File: src/rtl/ssd_pkg.sv
// Shared constants and the hex glyph decoder for the seven-segment scan controller.
package ssd_pkg;

  localparam int         PHASE_BITS = 4;
  localparam logic [6:0] SEG_BLANK  = 7'h7F;

  // Active-low pattern ordered {a,b,c,d,e,f,g}.
  function automatic logic [6:0] hex_to_seg(input logic [3:0] nib);
    logic [6:0] seg;
    case (nib)
      4'h0:    seg = 7'h01;
      4'h1:    seg = 7'h4F;
      4'h2:    seg = 7'h12;
      4'h3:    seg = 7'h06;
      4'h4:    seg = 7'h4C;
      4'h5:    seg = 7'h24;
      4'h6:    seg = 7'h20;
      4'h7:    seg = 7'h0F;
      4'h8:    seg = 7'h00;
      4'h9:    seg = 7'h04;
      4'hA:    seg = 7'h08;
      4'hB:    seg = 7'h60;
      4'hC:    seg = 7'h31;
      4'hD:    seg = 7'h42;
      4'hE:    seg = 7'h30;
      default: seg = 7'h38;
    endcase
    return seg;
  endfunction

endpackage

File: src/rtl/ssd_scan_controller_if.sv
// Data-side bus between game/score logic (master) and the scan controller (slave).
interface ssd_scan_controller_if #(
  parameter int NUM_DIGITS = 8
);

  // load is a one-cycle strobe with no backpressure; pending is high from the
  // cycle after a load until the frame that first displays that data begins.
  logic [4*NUM_DIGITS-1:0] digits_in;
  logic [NUM_DIGITS-1:0]   dp_in;
  logic [NUM_DIGITS-1:0]   digit_en;
  logic                    load;
  logic                    lz_blank;
  logic [3:0]              brightness;
  logic                    pending;

  modport master (
    output digits_in, dp_in, digit_en, load, lz_blank, brightness,
    input  pending
  );

  modport slave (
    input  digits_in, dp_in, digit_en, load, lz_blank, brightness,
    output pending
  );

endinterface

File: src/rtl/ssd_slot_timer.sv
// Free-running slot counter and digit index; flags slot starts and frame boundaries.
module ssd_slot_timer
  import ssd_pkg::*;
#(
  parameter int NUM_DIGITS    = 8,
  parameter int SCAN_DIV_BITS = 18,
  localparam int IDX_W        = (NUM_DIGITS > 1) ? $clog2(NUM_DIGITS) : 1
) (
  input  logic                  clk,
  input  logic                  rst_n,
  output logic                  o_slot_start,
  output logic                  o_boundary,
  output logic [PHASE_BITS-1:0] o_phase,
  output logic [IDX_W-1:0]      o_idx
);

  localparam logic [IDX_W-1:0] LAST_IDX = IDX_W'(NUM_DIGITS - 1);

  logic [SCAN_DIV_BITS-1:0] r_slot_cnt;
  logic [IDX_W-1:0]         r_idx;

  always_ff @(posedge clk or negedge rst_n) begin
    if (!rst_n) begin
      r_slot_cnt <= '0;
      r_idx      <= '0;
    end else begin
      r_slot_cnt <= r_slot_cnt + 1'b1;
      if (r_slot_cnt == '1) begin
        r_idx <= (r_idx == LAST_IDX) ? '0 : r_idx + 1'b1;
      end
    end
  end

  assign o_slot_start = (r_slot_cnt == '0);
  assign o_boundary   = o_slot_start && (r_idx == '0);
  assign o_phase      = r_slot_cnt[SCAN_DIV_BITS-1 -: PHASE_BITS];
  assign o_idx        = r_idx;

endmodule

File: src/rtl/ssd_scan_controller.sv
// Multiplexed common-anode seven-segment driver with double-buffered data,
// leading-zero blanking and 16-level PWM brightness.
module ssd_scan_controller
  import ssd_pkg::*;
#(
  parameter int NUM_DIGITS    = 8,
  parameter int SCAN_DIV_BITS = 18
) (
  input  logic                  clk,
  input  logic                  rst_n,
  ssd_scan_controller_if.slave  bus,
  output logic                  frame_start,
  output logic [NUM_DIGITS-1:0] an_n,
  output logic [6:0]            seg_n,
  output logic                  dp_n
);

  localparam int IDX_W = (NUM_DIGITS > 1) ? $clog2(NUM_DIGITS) : 1;
  localparam int DW    = 4 * NUM_DIGITS;

  logic                  w_slot_start;
  logic                  w_boundary;
  logic [PHASE_BITS-1:0] w_phase;
  logic [IDX_W-1:0]      w_idx;

  ssd_slot_timer #(
    .NUM_DIGITS    (NUM_DIGITS),
    .SCAN_DIV_BITS (SCAN_DIV_BITS)
  ) u_slot_timer (
    .clk          (clk),
    .rst_n        (rst_n),
    .o_slot_start (w_slot_start),
    .o_boundary   (w_boundary),
    .o_phase      (w_phase),
    .o_idx        (w_idx)
  );

  logic [DW-1:0]         r_sh_digits;
  logic [NUM_DIGITS-1:0] r_sh_dp;
  logic [NUM_DIGITS-1:0] r_sh_en;
  logic [DW-1:0]         r_act_digits;
  logic [NUM_DIGITS-1:0] r_act_dp;
  logic [NUM_DIGITS-1:0] r_act_en;
  logic                  r_pending;

  logic [PHASE_BITS-1:0] r_bright;
  logic                  r_lit;
  logic [6:0]            r_seg_n;
  logic                  r_dp_n;
  logic [NUM_DIGITS-1:0] r_an_n;
  logic                  r_frame_start;

  logic                  w_commit;
  logic [DW-1:0]         w_act_digits;
  logic [NUM_DIGITS-1:0] w_act_dp;
  logic [NUM_DIGITS-1:0] w_act_en;
  logic [NUM_DIGITS-1:0] w_lz_mask;
  logic                  w_zero_run;
  logic [3:0]            w_nib;
  logic                  w_dp_sel;
  logic                  w_en_sel;
  logic                  w_blank;
  logic [NUM_DIGITS-1:0] w_an_next;

  // Digit 0 of a new frame must see the data being committed on this same edge.
  assign w_commit     = w_boundary && r_pending;
  assign w_act_digits = w_commit ? r_sh_digits : r_act_digits;
  assign w_act_dp     = w_commit ? r_sh_dp     : r_act_dp;
  assign w_act_en     = w_commit ? r_sh_en     : r_act_en;

  always_ff @(posedge clk or negedge rst_n) begin
    if (!rst_n) begin
      r_sh_digits  <= '0;
      r_sh_dp      <= '0;
      r_sh_en      <= '0;
      r_act_digits <= '0;
      r_act_dp     <= '0;
      r_act_en     <= '0;
      r_pending    <= 1'b0;
    end else begin
      if (w_commit) begin
        r_act_digits <= r_sh_digits;
        r_act_dp     <= r_sh_dp;
        r_act_en     <= r_sh_en;
      end
      if (bus.load) begin
        r_sh_digits <= bus.digits_in;
        r_sh_dp     <= bus.dp_in;
        r_sh_en     <= bus.digit_en;
      end
      if (bus.load) begin
        r_pending <= 1'b1;
      end else if (w_commit) begin
        r_pending <= 1'b0;
      end
    end
  end

  // Walk from the top digit down; a digit is blank while everything above it is zero.
  always_comb begin
    w_lz_mask  = '0;
    w_zero_run = 1'b1;
    for (int i = NUM_DIGITS - 1; i >= 1; i--) begin
      w_zero_run   = w_zero_run && (w_act_digits[4*i +: 4] == 4'h0);
      w_lz_mask[i] = bus.lz_blank && w_zero_run;
    end
  end

  always_comb begin
    w_nib    = '0;
    w_dp_sel = 1'b0;
    w_en_sel = 1'b0;
    w_blank  = 1'b0;
    for (int i = 0; i < NUM_DIGITS; i++) begin
      if (w_idx == IDX_W'(i)) begin
        w_nib    = w_act_digits[4*i +: 4];
        w_dp_sel = w_act_dp[i];
        w_en_sel = w_act_en[i];
        w_blank  = w_lz_mask[i];
      end
    end
  end

  always_comb begin
    w_an_next = '1;
    if (r_lit && (w_phase != '0) && (w_phase <= r_bright)) begin
      for (int i = 0; i < NUM_DIGITS; i++) begin
        if (w_idx == IDX_W'(i)) begin
          w_an_next[i] = 1'b0;
        end
      end
    end
  end

  // Per-slot state only changes in phase 0, when every anode is already off.
  always_ff @(posedge clk or negedge rst_n) begin
    if (!rst_n) begin
      r_bright      <= '0;
      r_lit         <= 1'b0;
      r_seg_n       <= SEG_BLANK;
      r_dp_n        <= 1'b1;
      r_an_n        <= '1;
      r_frame_start <= 1'b0;
    end else begin
      if (w_slot_start) begin
        r_bright <= bus.brightness;
        r_lit    <= w_en_sel && !(w_blank && !w_dp_sel);
        r_seg_n  <= (w_en_sel && !w_blank) ? hex_to_seg(w_nib) : SEG_BLANK;
        r_dp_n   <= !(w_en_sel && w_dp_sel);
      end
      r_an_n        <= w_an_next;
      r_frame_start <= w_boundary;
    end
  end

  assign bus.pending = r_pending;
  assign frame_start = r_frame_start;
  assign an_n        = r_an_n;
  assign seg_n       = r_seg_n;
  assign dp_n        = r_dp_n;

endmodule

File: src/flat_wrapper.sv
// flat-port wrapper written by rule: the top's interface ports become plain ports
module ssd_scan_controller_flat import ssd_pkg::*;
#(
  parameter int NUM_DIGITS    = 8,
  parameter int SCAN_DIV_BITS = 18
)
  (clk, rst_n, frame_start, an_n, seg_n, dp_n, bus_digits_in, bus_dp_in, bus_digit_en, bus_load, bus_lz_blank, bus_brightness, bus_pending);
  ssd_scan_controller_if #(.NUM_DIGITS(NUM_DIGITS)) bus_i ();
  input  logic clk;
  input  logic rst_n;
  output logic frame_start;
  output logic [NUM_DIGITS-1:0] an_n;
  output logic [6:0] seg_n;
  output logic dp_n;
  input wire logic [$bits(bus_i.digits_in)-1:0] bus_digits_in;
  input wire logic [$bits(bus_i.dp_in)-1:0] bus_dp_in;
  input wire logic [$bits(bus_i.digit_en)-1:0] bus_digit_en;
  input wire logic [$bits(bus_i.load)-1:0] bus_load;
  input wire logic [$bits(bus_i.lz_blank)-1:0] bus_lz_blank;
  input wire logic [$bits(bus_i.brightness)-1:0] bus_brightness;
  output wire logic [$bits(bus_i.pending)-1:0] bus_pending;
  assign bus_i.digits_in = bus_digits_in;
  assign bus_i.dp_in = bus_dp_in;
  assign bus_i.digit_en = bus_digit_en;
  assign bus_i.load = bus_load;
  assign bus_i.lz_blank = bus_lz_blank;
  assign bus_i.brightness = bus_brightness;
  assign bus_pending = bus_i.pending;
  ssd_scan_controller #(.NUM_DIGITS(NUM_DIGITS), .SCAN_DIV_BITS(SCAN_DIV_BITS)) u_core (.clk(clk), .rst_n(rst_n), .bus(bus_i), .frame_start(frame_start), .an_n(an_n), .seg_n(seg_n), .dp_n(dp_n));
endmodule
File: config.mk
export PLATFORM = sky130hd
export DESIGN_NAME = ssd_scan_controller_flat
export DESIGN_NICKNAME = d
export VERILOG_FILES = /design/src/rtl/ssd_pkg.sv /design/src/rtl/ssd_scan_controller_if.sv /design/src/rtl/ssd_slot_timer.sv /design/src/rtl/ssd_scan_controller.sv /design/src/flat_wrapper.sv
export SDC_FILE = /design/constraint.sdc
export NUM_CORES = 1
export LEC_CHECK = 0
export BUFFER_PORTS_ARGS = -buffer_cell sky130_fd_sc_hd__buf_2
export CELL_PAD_IN_SITES_DETAIL_PLACEMENT = 1
export CELL_PAD_IN_SITES_GLOBAL_PLACEMENT = 1
export CORE_MARGIN = 2
export CORE_UTILIZATION = 50
export CTS_CLUSTER_DIAMETER = 60
export DETAILED_ROUTE_END_ITERATION = 10
export PLACE_DENSITY_LB_ADDON = 0.15
export SETUP_SLACK_MARGIN = 0.1
export SYNTH_ARGS = -nofsm -noshare
export SYNTH_HDL_FRONTEND = slang
export SYNTH_SLANG_ARGS = --single-unit
File: constraint.sdc
create_clock -name clk -period 5.45 [get_ports clk]
set_input_delay 0 -clock clk [delete_from_list [all_inputs] [get_ports clk]]
set_output_delay 0 -clock clk [all_outputs]
set_load 0.02 [all_outputs]
# --- Word-level counts from Yosys, hierarchy flattened ---
# Memory sizes are Yosys's and may differ from the RTL's.
# Cells that the tools add are included.
word_totals:
  regBits: 140
  romBits: 112
  input_bits: 56
  output_inout_bits: 18
  elab_cells: 110
  n_memories: 1
mem_list:
  columns: ["name", "words", "width", "read_ports", "rd_clocked_by_memory_dff", "wr", "line", "text"]
  rows:
  - ["(name not given)", 16, 7, 1, 0, 0, "ssd_pkg.sv:10", "case (nib)"]
op_classes:
  add_sub_neg: 2
  magnitude_cmp: 1
  eq_ne: 8
  n_mux: 47
  n_reduce_logical: 36
ops:
  columns: ["op", "count"]
  rows:
  - ["1-bit two-way mux", 33]
  - ["32-bit two-way mux", 1]
  - ["4-bit two-way mux", 8]
  - ["4-bit zero test", 7]
  - ["8-bit two-way mux", 3]
  - ["1-bit logical AND", 21]
  - ["18-bit by 1-bit adder with 18-bit output, second input constant", 1]
  - ["18-bit == test, second input constant", 1]
  - ["18-bit zero test", 1]
  - ["3-bit == test, second input constant", 4]
  - ["7-bit two-way mux", 1]
  - ["3-bit by 2-bit == test with 1-bit output, second input constant", 2]
  - ["4-bit less-or-equal comparator", 1]
  - ["1-bit zero test", 4]
  - ["4-bit nonzero test", 1]
  - ["3-bit by 1-bit adder with 3-bit output, second input constant", 1]
  - ["3-bit by 1-bit == test with 1-bit output, second input constant", 1]
  - ["3-bit zero test", 1]
  - ["3-bit two-way mux", 1]
  - ["2-bit nonzero test", 1]

# --- Logic depth before layout (Yosys ltp) ---
logic_depth:
  depth_word: 22
  depth_mapped: 18
  mapped_depth_nobuf: 14

# --- Hierarchy ---
# A second synthesis with hierarchy kept.
hier_totals:
  cells_unflattened: 535
  area_unflattened_um2: 6641.4
modules_own_cells:
  columns: ["mod", "n_inst", "cells_each", "area_per_inst_um2", "seq_area_each_um2"]
  rows:
  - ["ssd_scan_controller", 1, 444, 5589.1, 2997.9]
  - ["ssd_slot_timer", 1, 91, 1052.3, 525.5]

# --- Least setup slack after synthesis ---
# No wires, ideal clock.
synth_timing:
  path_kind: "register to register"
  start: "register u_core.u_slot_timer.r_slot_cnt[14]"
  end: "register u_core.r_seg_n[0] (netlist: u_core.seg_n[0])"
  setup_time_ps: 92
  arrival_time_ps: 3338
  required_ps: 5358
  path_slack_ps: 2020
  stages_incl_launch_ff: 16
  n_path_buf: 3
  synth_period_minus_slack_ps: 3430
  path_cell_list: "dfrtp_1 > or4_4 > nor2_4 > nand3_4 > buf_6 > buf_6 > buf_2 > mux2i_1 > o221a_2 > o22ai_1 > a21oi_1 > inv_1 > ha_1 > mux2_2 > a221oi_1 > a21oi_1"
synth_via:
  elab_chain_len: 22
  elab_cells_between_ends: 52
  classes_between: "mux (26); reduce/logical (25); memory (1)"
synth_rtl:
  columns: ["item", "line", "text"]
  rows:
  - ["from (decl)", "ssd_slot_timer.sv:19", "logic [SCAN_DIV_BITS-1:0] r_slot_cnt;"]
  - ["from (signal assigned)", "ssd_slot_timer.sv:27", "r_slot_cnt <= r_slot_cnt + 1'b1;"]
  - ["18-bit zero test *", "ssd_slot_timer.sv:34", "assign o_slot_start = (r_slot_cnt == '0);"]
  - ["1-bit logical AND", "ssd_slot_timer.sv:35", "assign o_boundary = o_slot_start && (r_idx == '0);"]
  - ["1-bit logical AND", "ssd_scan_controller.sv:66", "assign w_commit = w_boundary && r_pending;"]
  - ["32-bit two-way mux", "ssd_scan_controller.sv:67", "assign w_act_digits = w_commit ? r_sh_digits : r_act_digits;"]
  - ["4-bit zero test", "ssd_scan_controller.sv:104", "w_zero_run = w_zero_run && (w_act_digits[4*i +: 4] == 4'h0);"]
  - ["1-bit logical AND (6 in a row)", "ssd_scan_controller.sv:104", null]
  - ["1-bit logical AND", "ssd_scan_controller.sv:105", "w_lz_mask[i] = bus.lz_blank && w_zero_run;"]
  - ["1-bit two-way mux (7 in a row)", "ssd_scan_controller.sv:115", "if (w_idx == IDX_W'(i)) begin"]
  - ["1-bit zero test", "ssd_scan_controller.sv:148", "r_seg_n <= (w_en_sel && !w_blank) ? hex_to_seg(w_nib) : SEG_BLANK;"]
  - ["1-bit logical AND", "ssd_scan_controller.sv:148", null]
  - ["7-bit two-way mux", "ssd_scan_controller.sv:148", null]
  - ["to (signal assigned)", "ssd_scan_controller.sv:148", null]
  - ["to (decl)", "ssd_scan_controller.sv:48", "logic [6:0] r_seg_n;"]
# Mark *: on every way between the ends. The rest lies on a longest branch, timed or not.
# A chain may end at the register's enable or synchronous reset.

# --- Worst setup path after layout ---
layout_timing:
  start: "register u_core.u_slot_timer.r_idx[0] (netlist: u_core.u_slot_timer.o_idx[0])"
  end: "register u_core.r_seg_n[6] (netlist: u_core.seg_n[6])"
layout_via:
  elab_cells_between_ends: 59
  classes_between: "eq/ne (7); mux (26); reduce/logical (25); memory (1)"
layout_lines:
  columns: ["item", "line", "text"]
  rows:
  - ["from (decl)", "ssd_slot_timer.sv:20", "logic [IDX_W-1:0] r_idx;"]
  - ["from (signal assigned)", "ssd_slot_timer.sv:29", "r_idx <= (r_idx == LAST_IDX) ? '0 : r_idx + 1'b1;"]
  - ["3-bit zero test *", "ssd_slot_timer.sv:35", null]
  - ["1-bit logical AND *", "ssd_slot_timer.sv:35", null]
  - ["1-bit logical AND *", "ssd_scan_controller.sv:66", null]
  - ["32-bit two-way mux *", "ssd_scan_controller.sv:67", null]
  - ["net u_core.w_act_digits[12]", "ssd_scan_controller.sv:54", "logic [DW-1:0] w_act_digits;"]
  - ["4-bit zero test", "ssd_scan_controller.sv:104", null]
  - ["1-bit logical AND (3 in a row)", "ssd_scan_controller.sv:104", null]
  - ["1-bit logical AND", "ssd_scan_controller.sv:105", null]
  - ["1-bit two-way mux (7 in a row)", "ssd_scan_controller.sv:115", null]
  - ["1-bit zero test", "ssd_scan_controller.sv:148", null]
  - ["1-bit logical AND", "ssd_scan_controller.sv:148", null]
  - ["7-bit two-way mux *", "ssd_scan_controller.sv:148", null]
# Mark *: on every way through the listed nets, which the timed path passes. The rest lies on a longest branch.

==> impl_metrics.toml <==
[finish]
fin_nets = 810
mostFrequentLayoutCell = "dfrtp_1"
fillers = 1399
layout_common_cells = "124 x dfrtp_1, 99 x nand2_1, 72 x buf_2"
fin_area_um2 = 8270
drive_above_1_share_pct = 26.1
fin_cells = 924
diodes = 0
area_growth_pct = 24.5

[critical_path]
end_kind = "flip-flop"
cp_max_fo = 34
critical_path.startpoint_type = "flip-flop"
worstRegToRegCells = 13
required_ps = 5790
r2r_slack_ps = 780
rr_startpoint = "u_core.u_slot_timer.o_idx[0]"
worstSetupPathType = "flip-flop to flip-flop"
cp_data_arrival_time_ps = 5020
regToRegEndpoint = "u_core.seg_n[6]"

[clock_tree]
clock_sinks = 140
insertion_delay_ps = 430
htreeDepth = 4
cts_buffers = 17
clkTransAtPathRegs_ps = 60
cts_tree = "done"
ctsResizeCount = 0
cts_buffer_depth = 2
ctsRootBufferMaster = "clkbuf_16"

[sta]
drv_slew = 0
setup_tns_ps = 0
finalHoldViolCount = 0
timing.fmax_ghz = 0.214
fin_skew_ps = 9.48
fin_ws_ps = 776
setup_viol = 0
rsz0062_at_grt = "false"
min_period_ps = 4670
worst_pin_slew_ps = 1120
post-route-period-util_pct = 85.8
slew_headroom_pct = 25.3

[logic_synthesis]
synth_area_um2 = 6640
synth.net_count = 689
synth_mux_area_share_pct = 11.8
synth_seq_cells = 140
yosys.area_share.simple_pct = 16.0
ys_types = 66
synth_xor_xnor_area_share_pct = 2.11
avgSynthCellArea_um2 = 10.8
postSynth.asyncResetShare_pct = 100
synthFlopType = "dfrtp_1"
synth_top_family_by_area = "simple AND/OR/NAND/NOR gates"
synthAdderAreaFrac_pct = 3.39
synthCells = 615
ys_warn_count = 0
ys_seq_area_share_pct = 53.1
synth-edff-count = 0
synth_compound_area_share_pct = 10.4

[power]
leakagePower_uw = 0.00380
total_power_uw = 2520
intPower_uw = 1920
power_density_nw_per_um2 = 304
seqPwrFrac_pct = 45.7
clock_power_share_pct = 46.3
ir_drop_v = 0.000203
p_comb_share_pct = 8.0
p_switching_uw = 593
switching_share_pct = 23.5

[place]
port_buffers = 73
place_inst = 840
gp_congestion = 0.913
placed_cell_area_um2 = 7140
hpwl_um = 13000
post-place-ws_ps = 953

[detailed_routing]
vias = 5344
finalWirelength_um = 20000
ant_nets = 0
dr.pass1.iters = 5
drtIter0Drc = 352
drc = 0
routedWlPerCell_um = 21.6
vias_per_cell = 5.78

[global_routing]
grt_max_degree = 73
grt.total_usage_pct = 30.4
grt_pass1_vias = 5872
gr-total-overflow = 0
antenna_found_initial = 0
grt_pass1_wl_um = 32800

[die]
start_util_pct = 50.8
rows = 42
boundaryPins = 74
die_x_um = 119
die_area_um2 = 14200
die_h_um = 119
core_um2 = 13100

[job]
maxCapViolCount = 0

[outcome]
status = "completed"

[min_path]
hold_path.class = "input pin to async pin"
-- logic make-up (layout without fill, tap and decap cells) --
| kind of cell | Yosys count | in the layout |
|---|---|---|
| DFF | 140 | 140 |
| muxes | 70 | 70 |
| adders and majority gates | 18 | 18 |
| xor gates and xnor gates | 16 | 16 |
| and+or+nand+nor | 219 | 219 |
| buffers and inverters | 52 | 185 |
| AOI/OAI and AO/OA | 100 | 100 |
-- final cells by class --
class | count | area (um2) | share of cell area, %
clock buffers | 22 | 484 | 5.86
clock inverters | 9 | 111 | 1.35
inverters | 23 | 86.3 | 1.04
multi-input cells | 423 | 2900 | 35.1
flip-flops and latches | 140 | 3520 | 42.6
well taps | 176 | 220 | 2.66
repair buffers | 131 | 940 | 11.4
-- critical path, cell delays in order (launching register included) --
cell and delay (ps):
dfrtp_1 410, inv_1 130, ha_1 410, and3b_1 590, nand3_4 540, mux2_2 460
o221a_2 300, o211a_1 140, nor2_1 410, inv_1 170, ha_1 310, and3_1 200
a31o_2 220, o32a_1 290
-- worst max-delay path by stage --
| stage | start | endpoint | slack, ps | depth (start not counted) |
|---|---|---|---|---|
| floorplan | u_core.u_slot_timer.r_slot_cnt[14] | u_core.seg_n[0] | 2020 | 15 |
| global placement | u_core.u_slot_timer.o_idx[0] | u_core.seg_n[0] | 1130 | 13 |
| detailed placement | u_core.u_slot_timer.o_idx[0] | u_core.seg_n[0] | 950 | 13 |
| CTS | u_core.u_slot_timer.o_idx[0] | u_core.seg_n[6] | 800 | 13 |
| global route | u_core.u_slot_timer.o_idx[0] | u_core.seg_n[0] | 510 | 13 |
| finish | u_core.u_slot_timer.o_idx[0] | u_core.seg_n[6] | 780 | 13 |
-- repair_timing --
action / in CTS / in global routing
hold endpoints to repair: 123 / 0
setup buffers: 0 / 0
hold buffers: 53 / 0
-- layer usage --
layer	share of wire, %	vias to the layer above	track usage [%]
met4	2.4	0	11.8
met2	49	145	49.7
met1	44	2727	40.3
met3	3.9	35	5.36
met5	0	-	0
li1	-	2437	-
-- through the flow --
stage	utilization, %	hold WS [ps]
2_1_floorplan	-	-296
3_3_place_gp	54.6	46.6
3_5_place_dp	54.6	54.2
4_1_cts	63.2	180
5_1_grt	63.2	224
6_report	63.2	169
-- sequential cells by signal, indices dropped and copies added, names as in the netlist --
| signal | flops |
|---|---|
| u_core.r_lit | 1 |
| u_core.bus.pending | 1 |
| u_core.r_sh_dp | 8 |
| u_core.r_act_en | 8 |
| u_core.r_sh_en | 8 |
| u_core.dp_n | 1 |
| u_core.seg_n | 7 |
| u_core.r_bright | 4 |
| u_core.r_sh_digits | 32 |
| u_core.u_slot_timer.o_idx | 3 |
| u_core.u_slot_timer.r_slot_cnt | 18 |
| u_core.frame_start | 1 |
| u_core.r_act_dp | 8 |
| u_core.r_act_digits | 32 |
| u_core.an_n | 8 |
-- power groups by stage --
stage	clock (uW)	combinational (uW)	sequential, uW
floorplan	0	95.0	1150
global placement	0	157	1160
detailed placement	0	167	1160
CTS	1180	198	1150
global route	1230	222	1160
finish	1170	202	1150
-- cell usage after synthesis (6+ instances only) --
library cell  count  area, um2
nand2_1          99        372
mux2_2           58        653
xnor2_1          11       96.3
clkbuf_1         17       63.8
nor4_1           12       75.1
mux2i_1          10        100
nor3_1           10       50.1
nor2_1           25       93.8
ha_1             18        225
nand4_1          16        100
nor2b_1           6       37.5
a21oi_1          20        100
nand3_1          17       85.1
dfrtp_1         124       3100
inv_1            23       86.3
and3_1            6       37.5
o21ai_0          25        125
dfstp_2          16        420
Note: power is estimated with default switching activity, not from simulation.
